## config.mk

```make
export PLATFORM = sky130hd
export DESIGN_NAME = mem_arbiter_flat
export DESIGN_NICKNAME = d
export VERILOG_FILES = /design/src/rtl/mem_arbiter_if.sv /design/src/rtl/mem_arbiter.sv /design/src/flat_wrapper.sv
export SDC_FILE = /design/constraint.sdc
export NUM_CORES = 1
export LEC_CHECK = 0
export CORE_MARGIN = 2
export CORE_UTILIZATION = 33
export CTS_BUF_LIST = sky130_fd_sc_hd__clkbuf_8
export CTS_CLUSTER_DIAMETER = 40
export CTS_CLUSTER_SIZE = 25
export DETAILED_ROUTE_END_ITERATION = 10
export HOLD_SLACK_MARGIN = 0.03
export PLACE_DENSITY = 0.82
export SETUP_SLACK_MARGIN = 0.4
export SYNTH_ARGS = -nofsm -noshare
export SYNTH_HDL_FRONTEND = slang
export SYNTH_SLANG_ARGS = --single-unit
```

## constraint.sdc

```tcl
create_clock -name clk -period 2.95 [get_ports clk]
set_input_delay 0.59 -clock clk [delete_from_list [all_inputs] [get_ports clk]]
set_output_delay 0.59 -clock clk [all_outputs]
set_load 0.005 [all_outputs]
```

## src/rtl/mem_arbiter_if.sv

```systemverilog
// Signal bundle for mem_arbiter: instruction-fetch port, data port and the
// single-ported memory side. The arbiter uses the slave view.
interface mem_arbiter_if #(
  parameter int AW = 12
);
  // instruction-fetch port
  logic          if_req;
  logic [31:0]   if_addr;
  logic          if_ack;
  logic          if_err;
  logic [31:0]   if_rdata;

  // data port
  logic          d_req;
  logic          d_we;
  logic [31:0]   d_addr;
  logic [31:0]   d_wdata;
  logic [3:0]    d_wstrb;
  logic          d_ack;
  logic          d_err;
  logic [31:0]   d_rdata;

  // memory side
  logic          mem_en;
  logic [3:0]    mem_we;
  logic [AW-1:0] mem_addr;
  logic [31:0]   mem_wdata;
  logic [31:0]   mem_rdata;

  logic          busy;

  modport slave (
    input  if_req, if_addr,
    output if_ack, if_err, if_rdata,
    input  d_req, d_we, d_addr, d_wdata, d_wstrb,
    output d_ack, d_err, d_rdata,
    output mem_en, mem_we, mem_addr, mem_wdata,
    input  mem_rdata,
    output busy
  );

  modport master (
    output if_req, if_addr,
    input  if_ack, if_err, if_rdata,
    output d_req, d_we, d_addr, d_wdata, d_wstrb,
    input  d_ack, d_err, d_rdata,
    input  mem_en, mem_we, mem_addr, mem_wdata,
    output mem_rdata,
    input  busy
  );
endinterface

```

## src/rtl/mem_arbiter.sv

```systemverilog
// Round-robin arbiter sharing one synchronous single-ported memory between an
// instruction-fetch port and a load/store data port.
module mem_arbiter #(
  parameter int MEM_WORDS = 2056,
  parameter int AW        = 12
) (
  input  logic         clk,
  input  logic         reset,
  mem_arbiter_if.slave bus
);

  typedef enum logic [1:0] {
    IDLE,
    ACCESS,
    RESP,
    ERR
  } state_t;

  typedef enum logic {
    GNT_IF,
    GNT_D
  } port_t;

  state_t      state_q;
  state_t      state_d;
  port_t       gnt_q;
  port_t       last_q;
  port_t       sel;
  logic        we_q;
  logic        pend_if;
  logic        pend_d;
  logic        grant;
  logic        addr_ok;
  logic [31:0] sel_addr;

  // Arbitration also runs in RESP/ERR so the other port can be granted in the
  // acking cycle; the port being acked is masked since its req is still high.
  always_comb begin
    pend_if = 1'b0;
    pend_d  = 1'b0;
    if (state_q == IDLE) begin
      pend_if = bus.if_req;
      pend_d  = bus.d_req;
    end else if (state_q == RESP || state_q == ERR) begin
      pend_if = bus.if_req && (gnt_q != GNT_IF);
      pend_d  = bus.d_req  && (gnt_q != GNT_D);
    end

    grant = pend_if || pend_d;
    if (pend_if && pend_d) begin
      sel = (last_q == GNT_IF) ? GNT_D : GNT_IF;
    end else if (pend_d) begin
      sel = GNT_D;
    end else begin
      sel = GNT_IF;
    end

    sel_addr = (sel == GNT_D) ? bus.d_addr : bus.if_addr;
    addr_ok  = (sel_addr[1:0] == 2'b00) && (sel_addr[31:2] < 30'(MEM_WORDS));
  end

  always_comb begin
    state_d      = state_q;
    bus.if_ack   = 1'b0;
    bus.if_err   = 1'b0;
    bus.if_rdata = '0;
    bus.d_ack    = 1'b0;
    bus.d_err    = 1'b0;
    bus.d_rdata  = '0;
    bus.busy     = (state_q != IDLE);

    case (state_q)
      ACCESS: state_d = RESP;
      default: begin
        if (grant) begin
          state_d = addr_ok ? ACCESS : ERR;
        end else begin
          state_d = IDLE;
        end
      end
    endcase

    case (state_q)
      RESP: begin
        if (gnt_q == GNT_IF) begin
          bus.if_ack   = 1'b1;
          bus.if_rdata = bus.mem_rdata;
        end else begin
          bus.d_ack   = 1'b1;
          bus.d_rdata = we_q ? '0 : bus.mem_rdata;
        end
      end
      ERR: begin
        if (gnt_q == GNT_IF) begin
          bus.if_ack = 1'b1;
          bus.if_err = 1'b1;
        end else begin
          bus.d_ack = 1'b1;
          bus.d_err = 1'b1;
        end
      end
      default: ;
    endcase
  end

  // Everything the access needs is captured at grant so the requester may
  // change its inputs afterwards; mem_en/mem_we are single-cycle strobes.
  always_ff @(posedge clk or negedge reset) begin
    if (!reset) begin
      state_q       <= IDLE;
      gnt_q         <= GNT_IF;
      last_q        <= GNT_D;
      we_q          <= 1'b0;
      bus.mem_en    <= 1'b0;
      bus.mem_we    <= '0;
      bus.mem_addr  <= '0;
      bus.mem_wdata <= '0;
    end else begin
      state_q    <= state_d;
      bus.mem_en <= 1'b0;
      bus.mem_we <= '0;
      if (grant) begin
        gnt_q  <= sel;
        last_q <= sel;
        we_q   <= (sel == GNT_D) && bus.d_we;
      end
      if (grant && addr_ok) begin
        bus.mem_en   <= 1'b1;
        bus.mem_addr <= sel_addr[AW+1:2];
        if (sel == GNT_D) begin
          bus.mem_we    <= bus.d_we ? bus.d_wstrb : '0;
          bus.mem_wdata <= bus.d_wdata;
        end else begin
          bus.mem_wdata <= '0;
        end
      end
    end
  end

`ifndef SYNTHESIS
  a_single_ack: assert property (@(posedge clk) disable iff (!reset)
    !(bus.if_ack && bus.d_ack));
  a_we_needs_en: assert property (@(posedge clk) disable iff (!reset)
    (bus.mem_we != 4'b0000) |-> bus.mem_en);
  a_en_in_access: assert property (@(posedge clk) disable iff (!reset)
    bus.mem_en |-> (state_q == ACCESS));
`endif

endmodule

```

## src/flat_wrapper.sv

```systemverilog
// flat-port wrapper written by rule: the top's interface ports become plain ports
module mem_arbiter_flat 
#(
  parameter int MEM_WORDS = 2056,
  parameter int AW        = 12
)
  (clk, reset, bus_if_req, bus_if_addr, bus_if_ack, bus_if_err, bus_if_rdata, bus_d_req, bus_d_we, bus_d_addr, bus_d_wdata, bus_d_wstrb, bus_d_ack, bus_d_err, bus_d_rdata, bus_mem_en, bus_mem_we, bus_mem_addr, bus_mem_wdata, bus_mem_rdata, bus_busy);
  mem_arbiter_if #(.AW(AW)) bus_i ();
  input  logic clk;
  input  logic reset;
  input wire logic [$bits(bus_i.if_req)-1:0] bus_if_req;
  input wire logic [$bits(bus_i.if_addr)-1:0] bus_if_addr;
  output wire logic [$bits(bus_i.if_ack)-1:0] bus_if_ack;
  output wire logic [$bits(bus_i.if_err)-1:0] bus_if_err;
  output wire logic [$bits(bus_i.if_rdata)-1:0] bus_if_rdata;
  input wire logic [$bits(bus_i.d_req)-1:0] bus_d_req;
  input wire logic [$bits(bus_i.d_we)-1:0] bus_d_we;
  input wire logic [$bits(bus_i.d_addr)-1:0] bus_d_addr;
  input wire logic [$bits(bus_i.d_wdata)-1:0] bus_d_wdata;
  input wire logic [$bits(bus_i.d_wstrb)-1:0] bus_d_wstrb;
  output wire logic [$bits(bus_i.d_ack)-1:0] bus_d_ack;
  output wire logic [$bits(bus_i.d_err)-1:0] bus_d_err;
  output wire logic [$bits(bus_i.d_rdata)-1:0] bus_d_rdata;
  output wire logic [$bits(bus_i.mem_en)-1:0] bus_mem_en;
  output wire logic [$bits(bus_i.mem_we)-1:0] bus_mem_we;
  output wire logic [$bits(bus_i.mem_addr)-1:0] bus_mem_addr;
  output wire logic [$bits(bus_i.mem_wdata)-1:0] bus_mem_wdata;
  input wire logic [$bits(bus_i.mem_rdata)-1:0] bus_mem_rdata;
  output wire logic [$bits(bus_i.busy)-1:0] bus_busy;
  assign bus_i.if_req = bus_if_req;
  assign bus_i.if_addr = bus_if_addr;
  assign bus_if_ack = bus_i.if_ack;
  assign bus_if_err = bus_i.if_err;
  assign bus_if_rdata = bus_i.if_rdata;
  assign bus_i.d_req = bus_d_req;
  assign bus_i.d_we = bus_d_we;
  assign bus_i.d_addr = bus_d_addr;
  assign bus_i.d_wdata = bus_d_wdata;
  assign bus_i.d_wstrb = bus_d_wstrb;
  assign bus_d_ack = bus_i.d_ack;
  assign bus_d_err = bus_i.d_err;
  assign bus_d_rdata = bus_i.d_rdata;
  assign bus_mem_en = bus_i.mem_en;
  assign bus_mem_we = bus_i.mem_we;
  assign bus_mem_addr = bus_i.mem_addr;
  assign bus_mem_wdata = bus_i.mem_wdata;
  assign bus_i.mem_rdata = bus_mem_rdata;
  assign bus_busy = bus_i.busy;
  mem_arbiter #(.MEM_WORDS(MEM_WORDS), .AW(AW)) u_core (.clk(clk), .reset(reset), .bus(bus_i));
endmodule
```

## Word level (Yosys, flattened, before mapping)

Cells that the tools add are included.

| operators by class | value |
|---|---|
| $lt $le $gt $ge | 1 |
| equality and inequality tests | 3 |
| multiplexer cells | 27 |
| bitwise logic cells | 1 |
| reductions and logical operators | 12 |

Operators with widths:

| cell | count |
|---|---|
| 32-bit 2-to-1 mux | 7 |
| 30-bit by 12-bit < comparator with 1-bit output (second input constant) | 1 |
| 1-bit 2-to-1 mux | 14 |
| 4-bit 2-to-1 mux | 3 |
| 1-bit logical AND | 6 |
| 2-bit 2-to-1 mux | 3 |
| 2-bit equality test (second input constant) | 2 |
| 2-bit logical NOT | 2 |
| 2-bit by 1-bit equality test with 1-bit output (second input constant) | 1 |
| 1-bit logical OR | 2 |
| 2-bit nonzero test | 1 |
| 2-bit OR reduction | 1 |
| 1-bit inverter | 1 |

| word-level totals | value |
|---|---|
| register bits after elaboration | 54 |
| input port bits | 137 |
| output and inout port bits | 118 |
| word-level logic and storage cells | 52 |

## Depth between registers and ports, before layout

Gate-level depths: netlist (run 1).

| logic depth | value |
|---|---|
| depth in word-level cells | 12 |
| depth in mapped cells | 8 |
| depth with buffers taken out | 6 |

## Worst setup path before layout (run 1)

Ideal clock, no wire load.

| timing | value |
|---|---|
| path type | input to register |
| start | input port bus_d_addr[12] |
| end | register u_core.bus.mem_addr[10] |
| library setup time | 0.125 ns |
| data arrival time | 2.105 ns |
| data required time | 2.825 ns |
| setup slack | 0.720 ns |
| stages | 6 |
| path buffers | 1 |
| path through | or4_1 > o21ai_1 > nand4_1 > a21oi_2 > buf_4 > mux2_2 |

| between the ends | value |
|---|---|
| cells in the longest elaborated chain, start to end | 4 |

RTL lines:

| item | RTL line | text |
|---|---|---|
| start: declaration | flat_wrapper.sv:18 | `input wire logic [$bits(bus_i.d_addr)-1:0] bus_d_addr;` |
| 32-bit 2-to-1 mux * | mem_arbiter.sv:58 | `sel_addr = (sel == GNT_D) ? bus.d_addr : bus.if_addr;` |
| 30-bit by 12-bit < comparator with 1-bit output | mem_arbiter.sv:59 | `addr_ok = (sel_addr[1:0] == 2'b00) && (sel_addr[31:2] < 30'(MEM_WORDS));` |
| 1-bit logical AND | mem_arbiter.sv:59 |  |
| 1-bit logical AND | mem_arbiter.sv:127 | `if (grant && addr_ok) begin` |
| end signal: assignment | mem_arbiter.sv:129 | `bus.mem_addr <= sel_addr[AW+1:2];` |
| end: declaration | mem_arbiter_if.sv:37 | `output mem_en, mem_we, mem_addr, mem_wdata,` |

Every way passes the cells marked *; elsewhere a longest branch is shown, timed or not.
A chain may end at the register's enable or synchronous reset.

## Final worst setup path (run 1)

| timing | value |
|---|---|
| start | input port bus_d_addr[12] |
| end | register u_core.bus.mem_addr[6] |

| between the ends | value |
|---|---|
| cells in the longest elaborated chain, start to end | 4 |

RTL lines:

| item | RTL line |
|---|---|
| 32-bit 2-to-1 mux | mem_arbiter.sv:58 |
| 30-bit by 12-bit < comparator with 1-bit output | mem_arbiter.sv:59 |
| 1-bit logical AND | mem_arbiter.sv:59 |
| 1-bit logical AND | mem_arbiter.sv:127 |

Every way passes these cells.

==> metrics.yaml, run 1 <==
path_class: "primary input to register"
hold_viol: 0
setup_viol: 0
status: "finished clean"
final_common_cell: "clkdlybuf4s50_1"
yosysSeqAreaShare_pct: 44.5
critPathCapture: "u_core.bus.mem_addr[6]$_DFFE_PN0P_"
hp-class: "primary input to async pin"
nets: 718
yosysWarnings: 0
clk_pin_slew_worst_paths_ns: 0.09
area_delta_synth_final_pct: 98.0
cts_root_buf: "clkbuf_8"
seqPwrFrac_pct: 30.6
diodes: 0
fp.coreArea_mm2: 0.00906
vias_per_cell: 4.65
ant_nets: 0
hpwl_um: 9130
initial_core_util_pct: 33.5
drt_iter0_markers: 134
combPwrFrac_pct: 51.4
netlist_area_mm2: 0.00304
tightest_slew_ns: 0.667
drv_slew: 0
cellPowerDensity_mw_per_mm2: 450
synth_cells: 315
mostFrequentLayoutCells: "clkdlybuf4s50_1 (248), and2_1 (66), dfrtp_1 (51)"
p_int_uw: 1870
routabilityCongestion: 0.790
synth_top_area_cell: "dfrtp_1"
die_y_um: 99.9
cts_tree: "built"
dieArea_mm2: 0.00999
max_freq_mhz: 405
cap_violations: 0
vias: 3223
num_rows: 35
avgSynthCellArea_um2: 9.64
crit_start: "bus_d_addr[12]"
ir_worst_vdd_mv: 0.281
fillers: 754
clkPwrFrac_pct: 18.0
cp.arrival_ns: 2.66
io_pins: 255
final_cells: 693
async_flop_share_pct: 100
firstDrtPassIters: 4
synth_area_leaders: "dfrtp_1 (44%), and2_1 (14%), mux2i_1 (11%), mux2_2 (6.3%), nand2_1 (4.8%)"
ff2ff_setup_slack_ns: 0.81
p_leak_uw: 0.00261
yosysUniqueCellTypes: 34
p_sw_uw: 841
reg2reg_to: "u_core.bus.mem_addr[6]$_DFFE_PN0P_"
numCtsBuffers: 5
die_w_um: 99.9
cts_hold_buf: 0
worstPathMaxFanout: 9
overflow: 0
clock_skew_ns: 0.00757
slew_headroom_pct: 55.5
synth_edf_count: 0
synth-seq-cells: 54
port_buffers: 254
cts.sinks: 54
ys.flop_type: "dfrtp_1"
swShare_pct: 31.1
post-route-drc-count: 0
crit_path_end_kind: "register"
wl_per_cell_um: 15.9
start_kind: "primary input"
grt_usage_pct: 20.9
grt_max_degree: 55
grt_pass1_vias: 3329
cp.required_ns: 3.14
dpl.cell_count: 681
htreeDepth: 2
synth.top_cell.area_share_pct: 43.7
antenna_found_initial: 0
syn_nets: 452
r2r-start: "u_core.last_q$_DFFE_PN1P_"
fin_crit_sh_pct: 83.8
clk_latency_ns: 0.30
finalCriticalPeriod_ns: 2.47
wl_um: 11000
rsz0062_at_grt: "no"
rr_worst_depth: 6
grt_pass1_wl_um: 16500
clk_path_buf_depth: 2
whs_ns: 0.395
drive_above_1_share_pct: 11.0
-- layer usage --
layer  track usage [%]  part of all wire [%]
met5                 0                     0
met4              4.74                   1.6
met3              5.92                   9.4
met2              38.9                    52
met1              23.6                    37
-- stage by stage --
step | setup TNS (ns) | instance area, µm² | setup slack, ns | total power, µW | utilization, %
finish | 0 | 6010 | 0.479 | 2710 | 66.3
detailed placement | -0.0327 | 5770 | -0.0135 | 2170 | 63.6
global route | 0 | 6010 | 0.391 | 2870 | 66.3
floorplan | 0 | 3040 | 0.720 | 1350 | -
global placement | 0 | 5770 | 0.0448 | 2140 | 63.6
CTS | 0 | 5890 | 0.398 | 2660 | 65.0
-- synthesized netlist by cell type, types with 4 or more instances --
cell type and instances:
dfrtp_1 53, nand2_1 39, and2_1 66, and4_1 4, mux2_2 17, nor2_1 5
nor4_1 10, or4_1 4, inv_1 36, mux2i_1 32, mux2_1 5, clkbuf_1 11
-- worst min-delay path by stage --
| stage | cells after the start | slack (ns) | endpoint | from |
|---|---|---|---|---|
| after floorplan | 0 | 0.29 | u_core.bus.mem_addr[0]$_DFFE_PN0P_ | reset |
| after global placement | 1 | 0.47 | u_core.bus.mem_addr[4]$_DFFE_PN0P_ | u_core.bus.mem_addr[4]$_DFFE_PN0P_ |
| after detailed placement | 1 | 0.48 | u_core.bus.mem_addr[2]$_DFFE_PN0P_ | u_core.bus.mem_addr[2]$_DFFE_PN0P_ |
| after CTS | 2 | 0.42 | u_core.bus.mem_wdata[11]$_DFFE_PN0P_ | reset |
| after global routing | 2 | 0.45 | u_core.bus.mem_wdata[11]$_DFFE_PN0P_ | reset |
| final | 2 | 0.39 | u_core.bus.mem_wdata[10]$_DFFE_PN0P_ | reset |
-- cell type report --
class,instances,area (µm²),share of cell area (%)
Sequential cell,54,1360,22.5
Tap cell,111,139,2.31
Clock inverter,3,41.3,0.687
Inverter,37,139,2.31
Multi-Input combinational cell,208,1510,25.2
Timing Repair Buffer,275,2760,45.9
Clock buffer,5,68.8,1.14
-- logic make-up (layout without fill, tap and decap cells) --
kind of cell / after synthesis / after routing / share of synthesized area, %
flip-flops: 54 / 54 / 44.5
AND/OR/NAND/NOR: 140 / 140 / 25.6
multiplexers: 54 / 54 / 18.7
AO/OA/AOI/OAI: 14 / 14 / 3.38
buffers and inverters: 53 / 320 / 7.79
-- critical path: stages --
cell and delay [ns]:
clkdlybuf4s50_1 0.44, or4_4 0.56, o21ai_1 0.17, nand4_1 0.17
a21oi_4 0.22, buf_6 0.16, mux2_2 0.33
-- power by group through the flow --
stage / clock (µW) / combinational [µW] / sequential (µW)
6_report: 488 / 1390 / 827
2_1_floorplan: 0 / 528 / 820
3_5_place_dp: 0 / 1330 / 833
5_1_grt: 527 / 1510 / 835
3_3_place_gp: 0 / 1310 / 831
4_1_cts: 502 / 1340 / 819
-- state kept, by name, summed over array words and instances, names as in the netlist --
name / count
u_core.bus.mem_we: 4
u_core.last_q: 1
u_core.bus.mem_addr: 12
u_core.state_q: 2
u_core.gnt_q: 1
u_core.bus.mem_en: 1
u_core.bus.mem_wdata: 32
u_core.we_q: 1
-- what timing repair did --
| item | CTS | global route |
|---|---|---|
| resized for setup | 2 | 28 |
| pin swaps | 2 | 7 |
| buffers inserted | 0 | 3 |
| setup endpoints to repair | 45 | 97 |
| gates cloned | 0 | 1 |
(Power assumes the default switching activity.)
==> inputs of run 2 (changes only) <==
==> constraint.sdc (replaced) <==
create_clock -name clk -period 2.6 [get_ports clk]
set_input_delay 0.52 -clock clk [delete_from_list [all_inputs] [get_ports clk]]
set_output_delay 0.52 -clock clk [all_outputs]
set_load 0.005 [all_outputs]
==> run 2 against run 1 <==
Die area is the same. Final cell count grew 3.3%. Hold slack lost 0.084 ns. Global-route usage grew 2.1 points. Combinational power grew 29%. Power grew 19%. Critical endpoint is now bus_d_rdata[28]. Wire length grew 10%. Flip-flop and latch count is the same. Sequential power grew 14%. Register-to-register slack lost 0.41 ns. Worst setup slack lost 0.27 ns. Core utilization grew 3.4 points.
==> metrics.yaml, run 2 (same netlist as run 1, synthesis figures left out) <==
status: "finished clean"
final_common_cell: "clkdlybuf4s50_1"
vias_per_cell: 4.72  # +1.5%
io_pins: 255  # unchanged
diodes: 0  # unchanged
largest-register: "u_core.bus.mem_wdata"
clk_latency_ns: 0.31  # about the same
port_buffers: 254  # unchanged
die_y_um: 99.9  # unchanged
slew_headroom_pct: 54.1  # -1.4 points
post-route-drc-count: 0  # unchanged
ant_nets: 0  # unchanged
drive_above_1_share_pct: 18.0  # +7.0 points
grt_max_degree: 55  # unchanged
max_freq_mhz: 418
path_class: "register to output pin"
cp_top_family: "buffers and inverters"
hp-class: "primary input to async pin"
fin_ws_ns: 0.206  # -0.273 ns
ir_worst_vdd_mv: 0.282  # +0.33%
area_delta_synth_final_pct: 108
tightest_slew_ns: 0.688  # +0.0210 ns
cts_root_buf: "clkbuf_8"
largest_reg_flops: 32  # unchanged
cp.required_ns: 2.08  # -1.06 ns
initial_core_util_pct: 33.5  # unchanged
htreeDepth: 2  # unchanged
grt_usage_pct: 23.0  # +2.1 points
drv_slew: 0  # unchanged
vias: 3381  # +4.9%
slowest_delay_ns: 0.49  # -0.07 ns
wl_per_cell_um: 17.0  # +6.5%
fp.coreArea_mm2: 0.00906  # unchanged
clk_pin_slew_worst_paths_ns: 0.10  # about the same
crit_path_end_kind: "output pin"
dp_slack_ns: -0.389  # -0.375 ns
cts.sinks: 54  # unchanged
nets: 742  # +3.3%
drt_iter0_markers: 72  # -46%
overflow: 0  # unchanged
p_leak_uw: 0.00305  # +17%
hpwl_um: 9110  # -0.19%
setup_viol: 0  # unchanged
fillers: 696  # -7.7%
clock_skew_ns: 0.00958  # +0.00202 ns
start_kind: "register"
dpl.cell_count: 684  # +0.44%
critPathSlowestCell: "clkdlybuf4s50_1"
routabilityCongestion: 0.791  # +0.14%
final_cells: 716  # +3.3%
crit_chain: "nor3_4, buf_4, and2_1, clkdlybuf4s50_1"
grt_pass1_wl_um: 17900  # +8.3%
fin_crit_sh_pct: 92.1
rsz0062_at_grt: "yes"
firstDrtPassIters: 4  # unchanged
cap_violations: 0  # unchanged
top_regs: "u_core.bus.mem_wdata: 32 flops, u_core.bus.mem_addr: 12 flops, u_core.bus.mem_we: 4 flops"
multi_input_area_mm2: 0.00163  # +8.0%
hold_viol: 0  # unchanged
regArea_mm2: 0.00135  # about the same
crit_buf_inv: 2  # unchanged
cp.arrival_ns: 1.87  # -0.79 ns
grt_pass1_vias: 3571  # +7.3%
numCtsBuffers: 5  # unchanged
wl_um: 12100  # +10%
finalCriticalPeriod_ns: 2.39
cellPowerDensity_mw_per_mm2: 508  # +13%
cts_hold_buf: 0  # unchanged
die_w_um: 99.9  # unchanged
worstPathMaxFanout: 11  # +2
num_rows: 35  # unchanged
clk_path_buf_depth: 2  # unchanged
antenna_found_initial: 0  # unchanged
mostFrequentLayoutCells: "clkdlybuf4s50_1 (180), and2_1 (66), dfrtp_1 (52)"
dieArea_mm2: 0.00999  # unchanged
cts_tree: "built"
## run 2: cell count changes in the layout (fill, tap and decap cells not counted), sizes merged
cell           delta
clkdlybuf4s50    -68
dlygate4sd2      +41
buf              +24
dlymetal6s2s     +15
clkdlybuf4s15     +7
clkbuf            +5
bufinv            -1
clkinvlp          -1
inv               +1
## run 2: area by class of cell
cell class	count	share of cell area [%]
repair buffers	299	47.0
multi-input cells	208	25.8
clock inverters	2	0.277
flip-flops and latches	54	21.4
clock buffers	5	1.09
well taps	111	2.20
inverters	37	2.20
## run 2: where the power goes
| group | switching [µW] | internal, µW |
|---|---|---|
| Sequential | 56.5 | 886 |
| Clock | 281 | 192 |
| Combinational | 743 | 1060 |
| Total | 1080 | 2130 |
## run 2: timing repair
action	CTS	global route
buffers inserted	15	5
resized for setup	104	50
pin swaps	19	17
setup endpoints to repair	112	110
gates cloned	5	0
## run 2: routing by layer
layer,share of wire (%),GRT usage (%),up-vias
met1,36,24.0,1577
met3,8.9,6.69,23
met2,53,44.1,166
li1,-,-,1615
met5,0,0,-
met4,2.6,7.27,0
## run 2: final timing paths
check / from / to / slack [ns] / depth (start not counted)
setup / recovery: u_core.state_q[0]$_DFF_PN0_ / bus_d_rdata[28] / 0.21 / 4
hold / removal: reset / u_core.bus.mem_wdata[10]$_DFFE_PN0P_ / 0.31 / 2
setup reg to reg: u_core.state_q[0]$_DFF_PN0_ / u_core.bus.mem_addr[1]$_DFFE_PN0P_ / 0.40 / 8
hold reg to reg: u_core.bus.mem_addr[11]$_DFFE_PN0P_ / u_core.bus.mem_addr[11]$_DFFE_PN0P_ / 0.52 / 2
max in group asynchronous: reset / u_core.state_q[0]$_DFF_PN0_ / 1.78 / 2
min in group clk: u_core.bus.mem_addr[11]$_DFFE_PN0P_ / u_core.bus.mem_addr[11]$_DFFE_PN0P_ / 0.52 / 2
## run 2: through the flow
step	cell area [µm²]	util, %	setup TNS, ns	total power, µW	hold WS [ns]
detailed placement	5790	63.9	-15.44	2470	0.481
CTS	6170	68.1	0	3170	0.340
floorplan	3040	-	0	1530	0.224
finish	6320	69.7	0	3210	0.311
global placement	5790	63.9	-10.42	2440	0.469
global route	6320	69.7	0	3400	0.386
